**config.mk**
```make
export PLATFORM = sky130hd
export DESIGN_NAME = seq_count_3b_wrap_mon
export DESIGN_NICKNAME = d
export VERILOG_FILES = /design/src/rtl/seq_count_3b_wrap_mon.sv
export SDC_FILE = /design/constraint.sdc
export NUM_CORES = 1
export LEC_CHECK = 0
export CAP_MARGIN = 15
export CORE_MARGIN = 2
export CORE_UTILIZATION = 46
export DETAILED_ROUTE_END_ITERATION = 6
export GPL_TIMING_DRIVEN = 0
export PLACE_DENSITY_LB_ADDON = 0.2
export SETUP_SLACK_MARGIN = 0.15
export SLEW_MARGIN = 25
export SYNTH_ARGS = -nofsm -noshare
export SYNTH_HDL_FRONTEND = slang
export SYNTH_SLANG_ARGS = --single-unit
export TNS_END_PERCENT = 1
```
**constraint.sdc**
```tcl
create_clock -name clk -period 3 [get_ports clk]
set_input_delay 0.6 -clock clk [delete_from_list [all_inputs] [get_ports clk]]
set_output_delay 0.6 -clock clk [all_outputs]
set_load 0.1 [all_outputs]
```
**src/rtl/seq_count_3b_wrap_mon.sv**
```systemverilog
// Checks a 3-bit up/down counter's output sequence against the commanded direction,
// pulsing on 7->0 / 0->7 wraps and keeping a saturating signed net wrap count.
module seq_count_3b_wrap_mon #(
  parameter int WRAP_W = 8
) (
  input  logic                     clk,
  input  logic                     reset,
  input  logic                     op,
  input  logic [2:0]               count,
  input  logic                     clear,
  output logic                     valid,
  output logic                     wrap_up,
  output logic                     wrap_dn,
  output logic                     err,
  output logic signed [WRAP_W-1:0] wraps
);

  typedef enum logic [1:0] {INIT, TRACK, FAULT} state_t;

  localparam logic signed [WRAP_W-1:0] WMAX = {1'b0, {(WRAP_W-1){1'b1}}};
  localparam logic signed [WRAP_W-1:0] WMIN = {1'b1, {(WRAP_W-1){1'b0}}};
  localparam logic signed [WRAP_W-1:0] ONE  = WRAP_W'(1);

  state_t                     state, state_nx;
  logic [2:0]                 prev_count, expected;
  logic                       prev_op;
  logic                       valid_nx, up_nx, dn_nx, err_nx;
  logic signed [WRAP_W-1:0]   wraps_nx;

  always_comb begin
    expected = prev_op ? (prev_count - 3'd1) : (prev_count + 3'd1);
    state_nx = state;
    valid_nx = valid;
    up_nx    = 1'b0;
    dn_nx    = 1'b0;
    err_nx   = err;
    wraps_nx = wraps;
    case (state)
      INIT: begin
        state_nx = TRACK;
        valid_nx = 1'b0;
      end
      TRACK: begin
        valid_nx = 1'b1;
        if (count == expected) begin
          // A legal step that crosses the 7/0 boundary is a wrap in the commanded direction
          up_nx = !prev_op && (prev_count == 3'd7);
          dn_nx =  prev_op && (prev_count == 3'd0);
          if (up_nx && wraps != WMAX)
            wraps_nx = wraps + ONE;
          else if (dn_nx && wraps != WMIN)
            wraps_nx = wraps - ONE;
        end else begin
          err_nx   = 1'b1;
          state_nx = FAULT;
        end
      end
      FAULT: begin
        valid_nx = 1'b1;
        err_nx   = 1'b1;
      end
      default: state_nx = INIT;
    endcase
  end

  always_ff @(posedge clk) begin
    if (!reset) begin
      state      <= INIT;
      prev_count <= 3'd0;
      prev_op    <= 1'b0;
      valid      <= 1'b0;
      wrap_up    <= 1'b0;
      wrap_dn    <= 1'b0;
      err        <= 1'b0;
      wraps      <= '0;
    end else if (clear) begin
      // Sample history is kept; only the monitor state restarts
      state   <= INIT;
      valid   <= 1'b0;
      wrap_up <= 1'b0;
      wrap_dn <= 1'b0;
      err     <= 1'b0;
      wraps   <= '0;
    end else begin
      state      <= state_nx;
      prev_count <= count;
      prev_op    <= op;
      valid      <= valid_nx;
      wrap_up    <= up_nx;
      wrap_dn    <= dn_nx;
      err        <= err_nx;
      wraps      <= wraps_nx;
    end
  end

endmodule
```
==> impl_metrics.env, run 1 <==
export IMPL_r2r_cells=8
export IMPL_drive_above_1_share_pct=10.0
export IMPL_min_from="err"
export IMPL_grt_pass1_vias=888
export IMPL_path_max_fanout=9
export IMPL_drtIter0Drc=27
export IMPL_gp_congestion=0.743
export IMPL_cts_sinks=18
export IMPL_rsz0062_at_grt="false"
export IMPL_drc_errors=0
export IMPL_fin_total_pwr_mw=0.471
export IMPL_io_pins=19
export IMPL_clockRootBuffer="clkbuf_4"
export IMPL_post_cts_resize_count=0
export IMPL_antenna_found_initial=0
export IMPL_grt_ovfl_total=0
export IMPL_clock_latency_ns=0.29
export IMPL_routed_wl_mm=2.33
export IMPL_wire_per_inst_um=12.9
export IMPL_seq_area_frac_synth_pct=30.7
export IMPL_grt_max_degree=11
export IMPL_status="finished, final reports clean"
export IMPL_vias=993
export IMPL_synth_cell_types=32
export IMPL_critPathLaunchType="flop"
export IMPL_dieArea_um2=2970
export IMPL_hold_viol_final=0
export IMPL_fin_skew_ns=0.000685
export IMPL_die_w_um=54.5
export IMPL_netlist_instances=129
export IMPL_dp_hpwl_mm=1.79
export IMPL_rrSetupSlack_ns=0.33
export IMPL_r2r_end="wraps[7]"
export IMPL_hold_path_depth=2
export IMPL_finalSetupViolations=0
export IMPL_grt_pass1_wl_mm=3.91
export IMPL_seq_area_um2=369
export IMPL_port_buffers=17
export IMPL_synth_seq_cells=18
export IMPL_start_util_pct=47.8
export IMPL_dr_pass1_iters=4
export IMPL_syn_area_per_cell_um2=9.10
export IMPL_die_y_um=54.5
export IMPL_vdd_drop_max_v=0.000327
export IMPL_whs_endpoint="err"
export IMPL_clkTransAtPathRegs_ns=0.10
export IMPL_numCtsBuffers=3
export IMPL_cts_hold_buf=0
export IMPL_synthesis_nets=148
export IMPL_fin_setup_tns_ns=0
export IMPL_drtAntennaViolNets=0
export IMPL_worst_setup_path_end_kind="flop"
export IMPL_design_core_area_um2=2450
export IMPL_critPathKind="flop to flop"
export IMPL_power_leakage_nw=0.529
export IMPL_synth_warnings=0
export IMPL_cts_tree="yes"
export IMPL_p_per_area_nw_per_um2=329
export IMPL_fmax_mhz=375
export IMPL_num_rows=18
export IMPL_required_ns=3.18
export IMPL_max_cap_violations=0
export IMPL_post_cts_buffers=0
export IMPL_finalCriticalPeriod_ns=2.67
export IMPL_fin_crit_sh_pct=89.0
export IMPL_globalRouteTotalUtil_pct=18.3
export IMPL_worstHoldPathType="flop to flop"
export IMPL_num_antenna_cells=0
export IMPL_multi_input_area_um2=787
export IMPL_tightest_slew_ns=0.963
export IMPL_nets=170
export IMPL_synthesis_area_um2=1170
export IMPL_viasPerCell=5.52
export IMPL_fillers=234
export IMPL_cts_buffer_depth=2
export IMPL_syn2layout_area_growth_pct=21.9
export IMPL_cp_data_arrival_time_ns=2.85
export IMPL_crit_path_start="wraps[7]"
export IMPL_slew_headroom_pct=35.6
export IMPL_htreeDepth=1
export IMPL_r2r_start="wraps[7]"
export IMPL_finalMaxSlewViolations=0
[through the flow]
stage / cell area (um^2) / worst slack, ns / cells / hold WS, ns / utilization [%]
detailed placement: 1390 / 0.417 / 176 / 0.459 / 56.8
CTS: 1430 / 0.380 / 180 / 0.489 / 58.3
floorplan: 1190 / 0.289 / 129 / 0.487 / -
global route: 1430 / 0.176 / 180 / 0.515 / 58.3
finish: 1430 / 0.331 / 180 / 0.480 / 58.3
global placement: 1390 / 0.469 / 176 / 0.456 / 56.8
[layout make-up]
class                   instances  share of cell area (%)
inverters                       6                    1.57
multi-input cells             103                    55.0
flip-flops and latches         18                    25.8
repair buffers                 17                    11.9
plain buffers                   2                   0.525
clock buffers                   4                    2.54
well taps                      30                    2.62
[metal layers]
layer  vias to the layer above  GRT usage, %  routed length (um)
met5                         -             0                   0
met4                         0          5.00                   0
met3                         0          5.74                 118
met2                        29          28.9                1050
met1                       457          24.0                1160
li1                        507             -                   -
[registers in the layout, indices dropped and copies added (netlist names)]
| signal | cells |
|---|---|
| prev_count | 3 |
| valid | 1 |
| wrap_dn | 1 |
| state | 2 |
| wraps | 8 |
| prev_op | 1 |
| err | 1 |
| wrap_up | 1 |
[cells in the final DEF (no fill, tap or decap)]
master            n
a211oi_4          1
dfxtp_1          11
clkbuf_4          3
nand4b_1          2
clkbuf_1          2
nand3b_1          1
clkbuf_8          1
mux2_2            1
nand2b_1          2
ha_1             10
nand4_1           1
a21o_1            3
mux2i_1          10
a22oi_1           1
inv_1             6
nor2b_1           7
o21bai_2          1
nor4_1            1
and3_1            2
nand2_1           4
clkdlybuf4s50_1  17
nand3_1           1
a41oi_1           1
a21oi_1          10
o21ai_0           6
a211oi_1          4
fa_1              2
nor4b_1           2
o211ai_1          2
xnor2_1           5
nor3b_1           1
xor2_1            5
dfxtp_2           7
nor3_1            2
nor2_1           14
or4b_4            1
[logic make-up (layout without fill, tap and decap cells)]
family                     count (synthesis)  in the layout  synth area share, %
and+or+nand+nor                           41             41                 19.4
AOI/OAI and AO/OA                         29             29                 16.3
DFF                                       18             18                 30.7
adders and majority gates                 12             12                 14.1
muxes                                     11             11                 9.49
xor gates and xnor gates                  10             10                 7.46
buffers and inverters                      8             29                 2.56
[worst max-delay path: stages, from the launching register on]
cell,delay [ns]
dfxtp_1,0.38
nand4b_1,0.21
o21bai_2,0.46
ha_1,0.35
a211oi_1,0.35
o211ai_1,0.13
a21oi_1,0.36
mux2i_1,0.23
nand3b_1,0.09
[report_power, final]
part | leakage [nW] | internal, mW | switching (mW) | total (mW)
registers | 0.150 | 0.245 | 0.00613 | 0.251
clock network | 0.0210 | 0.0740 | 0.0727 | 0.147
logic | 0.358 | 0.0302 | 0.0430 | 0.0732
total | 0.529 | 0.349 | 0.122 | 0.471
[Yosys cell counts, drive strengths merged]
library cell | instances | area (um^2)
dfxtp | 18 | 360
nor2 | 14 | 52.6
a21oi | 10 | 50.1
ha | 10 | 125
mux2i | 10 | 100
nor2b | 7 | 43.8
inv | 6 | 22.5
o21ai | 6 | 30.0
a211oi | 5 | 50.1
xnor2 | 5 | 43.8
xor2 | 5 | 43.8
nand2 | 4 | 15.0
a21o | 3 | 22.5
and3 | 2 | 12.5
clkbuf | 2 | 7.51
fa | 2 | 40.0
nand2b | 2 | 12.5
nand4b | 2 | 17.5
nor3 | 2 | 10.0
nor4b | 2 | 17.5
o211ai | 2 | 15.0
a22oi | 1 | 7.51
a41oi | 1 | 8.76
mux2 | 1 | 11.3
nand3 | 1 | 5.00
nand3b | 1 | 7.51
nand4 | 1 | 6.26
nor3b | 1 | 7.51
nor4 | 1 | 6.26
o21bai | 1 | 7.51
or4b | 1 | 13.8
[worst max-delay path by stage]
stage,endpoint,slack (ns),cells after the start
2_1_floorplan,wraps[6],0.29,8
3_3_place_gp,wraps[7],0.47,8
3_5_place_dp,wraps[7],0.42,8
4_1_cts,wraps[7],0.38,8
5_1_grt,wraps[7],0.18,8
6_report,wraps[7],0.33,8
Power figures use the tool's default switching activity.
==> run 2: changes to the inputs <==
--- a/config.mk
+++ b/config.mk
@@ -9,7 +9,6 @@
 export CORE_MARGIN = 2
 export CORE_UTILIZATION = 46
 export DETAILED_ROUTE_END_ITERATION = 6
-export GPL_TIMING_DRIVEN = 0
 export PLACE_DENSITY_LB_ADDON = 0.2
 export SETUP_SLACK_MARGIN = 0.15
 export SLEW_MARGIN = 25
==> impl_metrics.env, run 2 (synthesis results as in run 1) <==
export IMPL_grt_pass1_vias=865
export IMPL_cts_buffer_depth=2
export IMPL_numCtsBuffers=3
export IMPL_drtAntennaViolNets=0
export IMPL_drtIter0Drc=21
export IMPL_clock_latency_ns=0.30
export IMPL_num_rows=18
export IMPL_die_w_um=54.5
export IMPL_cts_hold_buf=0
export IMPL_r2r_cells=8
export IMPL_largest_reg_flops=8
export IMPL_finalMaxSlewViolations=0
export IMPL_dr_pass1_iters=4
export IMPL_layout_common_cells="14 x nor2_1, 13 x buf_4, 11 x dfxtp_1"
export IMPL_cp_data_arrival_time_ns=2.72
export IMPL_finalCriticalPeriod_ns=2.53
export IMPL_min_from="err"
export IMPL_nets=170
export IMPL_max_cap_violations=0
export IMPL_routed_wl_mm=2.25
export IMPL_cts_tree="yes"
export IMPL_fin_crit_sh_pct=84.3
export IMPL_final_common_cell="nor2_1"
export IMPL_gp_congestion=0.822
export IMPL_clkTransAtPathRegs_ns=0.10
export IMPL_design_core_area_um2=2450
export IMPL_fin_skew_ns=0.00454
export IMPL_fmax_mhz=395
export IMPL_status="finished, final reports clean"
export IMPL_worst_setup_path_end_kind="flop"
export IMPL_start_util_pct=47.8
export IMPL_vdd_drop_max_v=0.000343
export IMPL_slew_headroom_pct=64.9
export IMPL_power_leakage_nw=0.559
export IMPL_hold_viol_final=0
export IMPL_grt_ovfl_total=0
export IMPL_critPathLaunchType="flop"
export IMPL_finalSetupViolations=0
export IMPL_drc_errors=0
export IMPL_grt_pass1_wl_mm=3.80
export IMPL_hold_path_depth=2
export IMPL_dp_hpwl_mm=1.73
export IMPL_wire_per_inst_um=12.5
export IMPL_io_pins=19
export IMPL_required_ns=3.19
export IMPL_viasPerCell=5.44
export IMPL_syn2layout_area_growth_pct=20.1
export IMPL_globalRouteTotalUtil_pct=18.0
export IMPL_r2r_start="wraps[7]"
export IMPL_tightest_slew_ns=0.524
export IMPL_antenna_found_initial=0
export IMPL_dieArea_um2=2970
export IMPL_worstHoldPathType="flop to flop"
export IMPL_clockRootBuffer="clkbuf_4"
export IMPL_port_buffers=18
export IMPL_die_y_um=54.5
export IMPL_reg_top3="wraps: 8 flops, prev_count: 3 flops, state: 2 flops"
export IMPL_post_cts_resize_count=0
export IMPL_fillers=234
export IMPL_cts_sinks=18
export IMPL_rsz0062_at_grt="false"
export IMPL_critPathKind="flop to flop"
export IMPL_r2r_end="wraps[7]"
export IMPL_drive_above_1_share_pct=18.7
export IMPL_path_max_fanout=9
export IMPL_post_cts_buffers=0
export IMPL_fin_total_pwr_mw=0.473
export IMPL_htreeDepth=1
export IMPL_rrSetupSlack_ns=0.47
export IMPL_grt_max_degree=14
export IMPL_top_register="wraps"
export IMPL_p_per_area_nw_per_um2=335
export IMPL_num_antenna_cells=0
export IMPL_vias=979
export IMPL_fin_setup_tns_ns=0
export IMPL_utilization_pct=57.4
export IMPL_whs_endpoint="err"
## run 2: cell types whose count changed in the layout (fill, tap and decap cells not counted), sizes merged
| cell | previous run | this run |
|---|---|---|
| clkbuf | 6 | 4 |
| clkdlybuf4s50 | 17 | 6 |
| buf | 0 | 13 |
## run 2: final cells by class
| type | instances | area, um^2 | area share [%] |
|---|---|---|---|
| Clock buffer | 4 | 36.3 | 2.57 |
| Inverter | 6 | 22.5 | 1.60 |
| Multi-Input combinational cell | 103 | 787 | 55.8 |
| Sequential cell | 18 | 369 | 26.2 |
| Tap cell | 30 | 37.5 | 2.66 |
| Timing Repair Buffer | 19 | 158 | 11.2 |
## run 2: worst max path at each step
stage                   from  slack [ns]  depth (start not counted)       end
floorplan           wraps[7]        0.29                          8  wraps[6]
global placement    count[2]        0.56                          6  wraps[6]
detailed placement  wraps[7]        0.49                          8  wraps[7]
CTS                 wraps[7]        0.46                          8  wraps[7]
global route        wraps[7]        0.26                          8  wraps[7]
finish              wraps[7]        0.47                          8  wraps[7]
## run 2: through the flow
stage          cell area [um^2]  std cells  hold WS, ns  worst slack [ns]
6_report                   1410        180        0.483             0.470
5_1_grt                    1410        180        0.517             0.257
4_1_cts                    1410        180        0.487             0.463
3_5_place_dp               1370        176        0.461             0.489
3_3_place_gp               1370        176        0.456             0.557
2_1_floorplan              1190        129        0.487             0.289
## run 2: report_power, final
part / internal (mW) / switching, mW
clock: 0.0741 / 0.0742
sequential: 0.245 / 0.00598
combinational: 0.0312 / 0.0429
## run 2: worst max-delay path: stages (launching register included)
cell and delay (ns):
dfxtp_1 0.37, nand4b_1 0.22, o21bai_2 0.46, ha_1 0.34
a211oi_1 0.30, o211ai_1 0.12, a21oi_1 0.30, mux2i_1 0.23
nand3b_1 0.08
## run 2: per-layer routing
| metal | vias to the layer above | part of all wire (%) | GRT usage, % |
|---|---|---|---|
| met5 | - | 0 | 0 |
| met4 | 0 | 1.8 | 7.50 |
| met3 | 4 | 5.0 | 5.74 |
| met2 | 28 | 44 | 27.5 |
| met1 | 443 | 49 | 23.2 |
| li1 | 504 | - | - |
==> run 3: changes to the inputs <==
==> constraint.sdc (replaced) <==
create_clock -name clk -period 2.3 [get_ports clk]
set_input_delay 0.46 -clock clk [delete_from_list [all_inputs] [get_ports clk]]
set_output_delay 0.46 -clock clk [all_outputs]
set_load 0.1 [all_outputs]
==> impl_metrics.env, run 3 (synthesis results as in run 1) <==
export IMPL_status="finished, final reports clean"
export IMPL_numCtsBuffers=3
export IMPL_dr_pass1_iters=4
export IMPL_vdd_drop_max_v=0.000369
export IMPL_reg_top3="wraps: 8 flops, prev_count: 3 flops, state: 2 flops"
export IMPL_p_sw_mw=0.176
export IMPL_top_register="wraps"
export IMPL_sequentialPowerShare_pct=50.7
export IMPL_drtAntennaViolNets=0
export IMPL_globalRouteTotalUtil_pct=19.5
export IMPL_power_leakage_nw=0.603
export IMPL_rrSetupSlack_ns=0.09
export IMPL_path_max_fanout=7
export IMPL_internal_power_mw=0.452
export IMPL_rsz0062_at_grt="true"
export IMPL_start_util_pct=47.8
export IMPL_sw_frac_of_total_pct=28.1
export IMPL_largest_reg_flops=8
export IMPL_die_w_um=54.5
export IMPL_antenna_found_initial=0
export IMPL_fin_skew_ns=0.00659
export IMPL_hold_viol_final=0
export IMPL_cts_tree="yes"
export IMPL_nets=176
export IMPL_cp_data_arrival_time_ns=2.41
export IMPL_viasPerCell=5.40
export IMPL_gp_congestion=0.753
export IMPL_clock_latency_ns=0.31
export IMPL_utilization_pct=63.2
export IMPL_critPathKind="flop to flop"
export IMPL_clockRootBuffer="clkbuf_4"
export IMPL_grt_pass1_vias=974
export IMPL_cts_sinks=18
export IMPL_combPwrFrac_pct=17.0
export IMPL_required_ns=2.50
export IMPL_vias=1005
export IMPL_finalSetupViolations=0
export IMPL_syn2layout_area_growth_pct=32.2
export IMPL_port_buffers=18
export IMPL_layout_common_cells="19 x buf_4, 14 x nor2_1, 10 x mux2i_1"
export IMPL_io_pins=19
export IMPL_drtIter0Drc=14
export IMPL_grt_ovfl_total=0
export IMPL_die_y_um=54.5
export IMPL_fillers=225
export IMPL_dieArea_um2=2970
export IMPL_slew_headroom_pct=69.5
export IMPL_cts_buffer_depth=2
export IMPL_grt_max_degree=14
export IMPL_wire_per_inst_um=13.9
export IMPL_p_per_area_nw_per_um2=405
export IMPL_drc_errors=0
export IMPL_clkPwrFrac_pct=32.3
export IMPL_drive_above_1_share_pct=29.5
export IMPL_worstHoldPathType="flop to flop"
export IMPL_finalCriticalPeriod_ns=2.21
export IMPL_num_antenna_cells=0
export IMPL_final_common_cell="buf_4"
export IMPL_fin_crit_sh_pct=96.1
export IMPL_htreeDepth=1
export IMPL_grt_pass1_wl_mm=4.08
export IMPL_clkTransAtPathRegs_ns=0.11
export IMPL_worst_setup_path_end_kind="flop"
export IMPL_place_area_um2=1460
export IMPL_finalMaxSlewViolations=0
export IMPL_cts_hold_buf=0
export IMPL_tightest_slew_ns=0.451
export IMPL_final_cell_area_um2=1550
export IMPL_fmax_mhz=452
export IMPL_critPathLaunchType="flop"
export IMPL_num_rows=18
export IMPL_routed_wl_mm=2.58
export IMPL_max_cap_violations=0
export IMPL_design_core_area_um2=2450
export IMPL_dp_hpwl_mm=1.96
==> run 3: layout make-up <==
type	instances	area, um^2	share of cell area [%]
Clock buffer	4	36.3	2.34
Inverter	6	22.5	1.45
Multi-Input combinational cell	103	861	55.5
Sequential cell	18	392	25.2
Tap cell	30	37.5	2.42
Timing Repair Buffer	25	203	13.1
==> run 3: repair_timing <==
item,4_1_cts,5_1_grt
resized for setup,2,5
setup buffers,3,0
pin swaps,0,2
gates cloned,0,0
setup endpoints to repair,7,8
==> run 3: path summary, 6_finish.rpt <==
check               start  endpoint  depth (start not counted)
setup / recovery  prev_op  wraps[7]                          9
hold / removal        err       err                          2
setup reg to reg  prev_op  wraps[7]                          9
hold reg to reg       err       err                          2
==> run 3: through the flow <==
| stage | std cells | total power, mW | setup TNS (ns) | hold WS (ns) | worst slack (ns) |
|---|---|---|---|---|---|
| final | 186 | 0.628 | 0 | 0.479 | 0.0899 |
| after global routing | 186 | 0.657 | -0.0989 | 0.540 | -0.0672 |
| after CTS | 186 | 0.625 | 0 | 0.489 | 0.121 |
| after detailed placement | 179 | 0.424 | -0.00967 | 0.463 | -0.00967 |
| after global placement | 179 | 0.422 | 0 | 0.460 | 0.0381 |
| after floorplan | 129 | 0.396 | 0 | 0.487 | 0.0213 |
==> run 3: layer usage <==
layer	global-route usage, %	part of all wire [%]
met1	21.7	45
met3	3.55	3.5
met5	0	0
met2	35.7	50
met4	8.33	1.6
==> run 3: worst max-delay path: stages, from the launching register on <==
cell      delay [ns]
dfxtp_1         0.37
nand4b_1        0.22
o21bai_4        0.26
buf_4           0.16
ha_1            0.31
nor2_1          0.15
nor2b_1         0.09
a21oi_2         0.25
mux2i_1         0.21
nand3b_1        0.09
==> run 3: power by group through the flow <==
stage	clock network [mW]	registers [mW]	logic, mW
after detailed placement	0	0.325	0.0993
after global placement	0	0.325	0.0969
after global routing	0.220	0.319	0.118
after floorplan	0	0.337	0.0593
final	0.203	0.318	0.107
after CTS	0.207	0.318	0.101
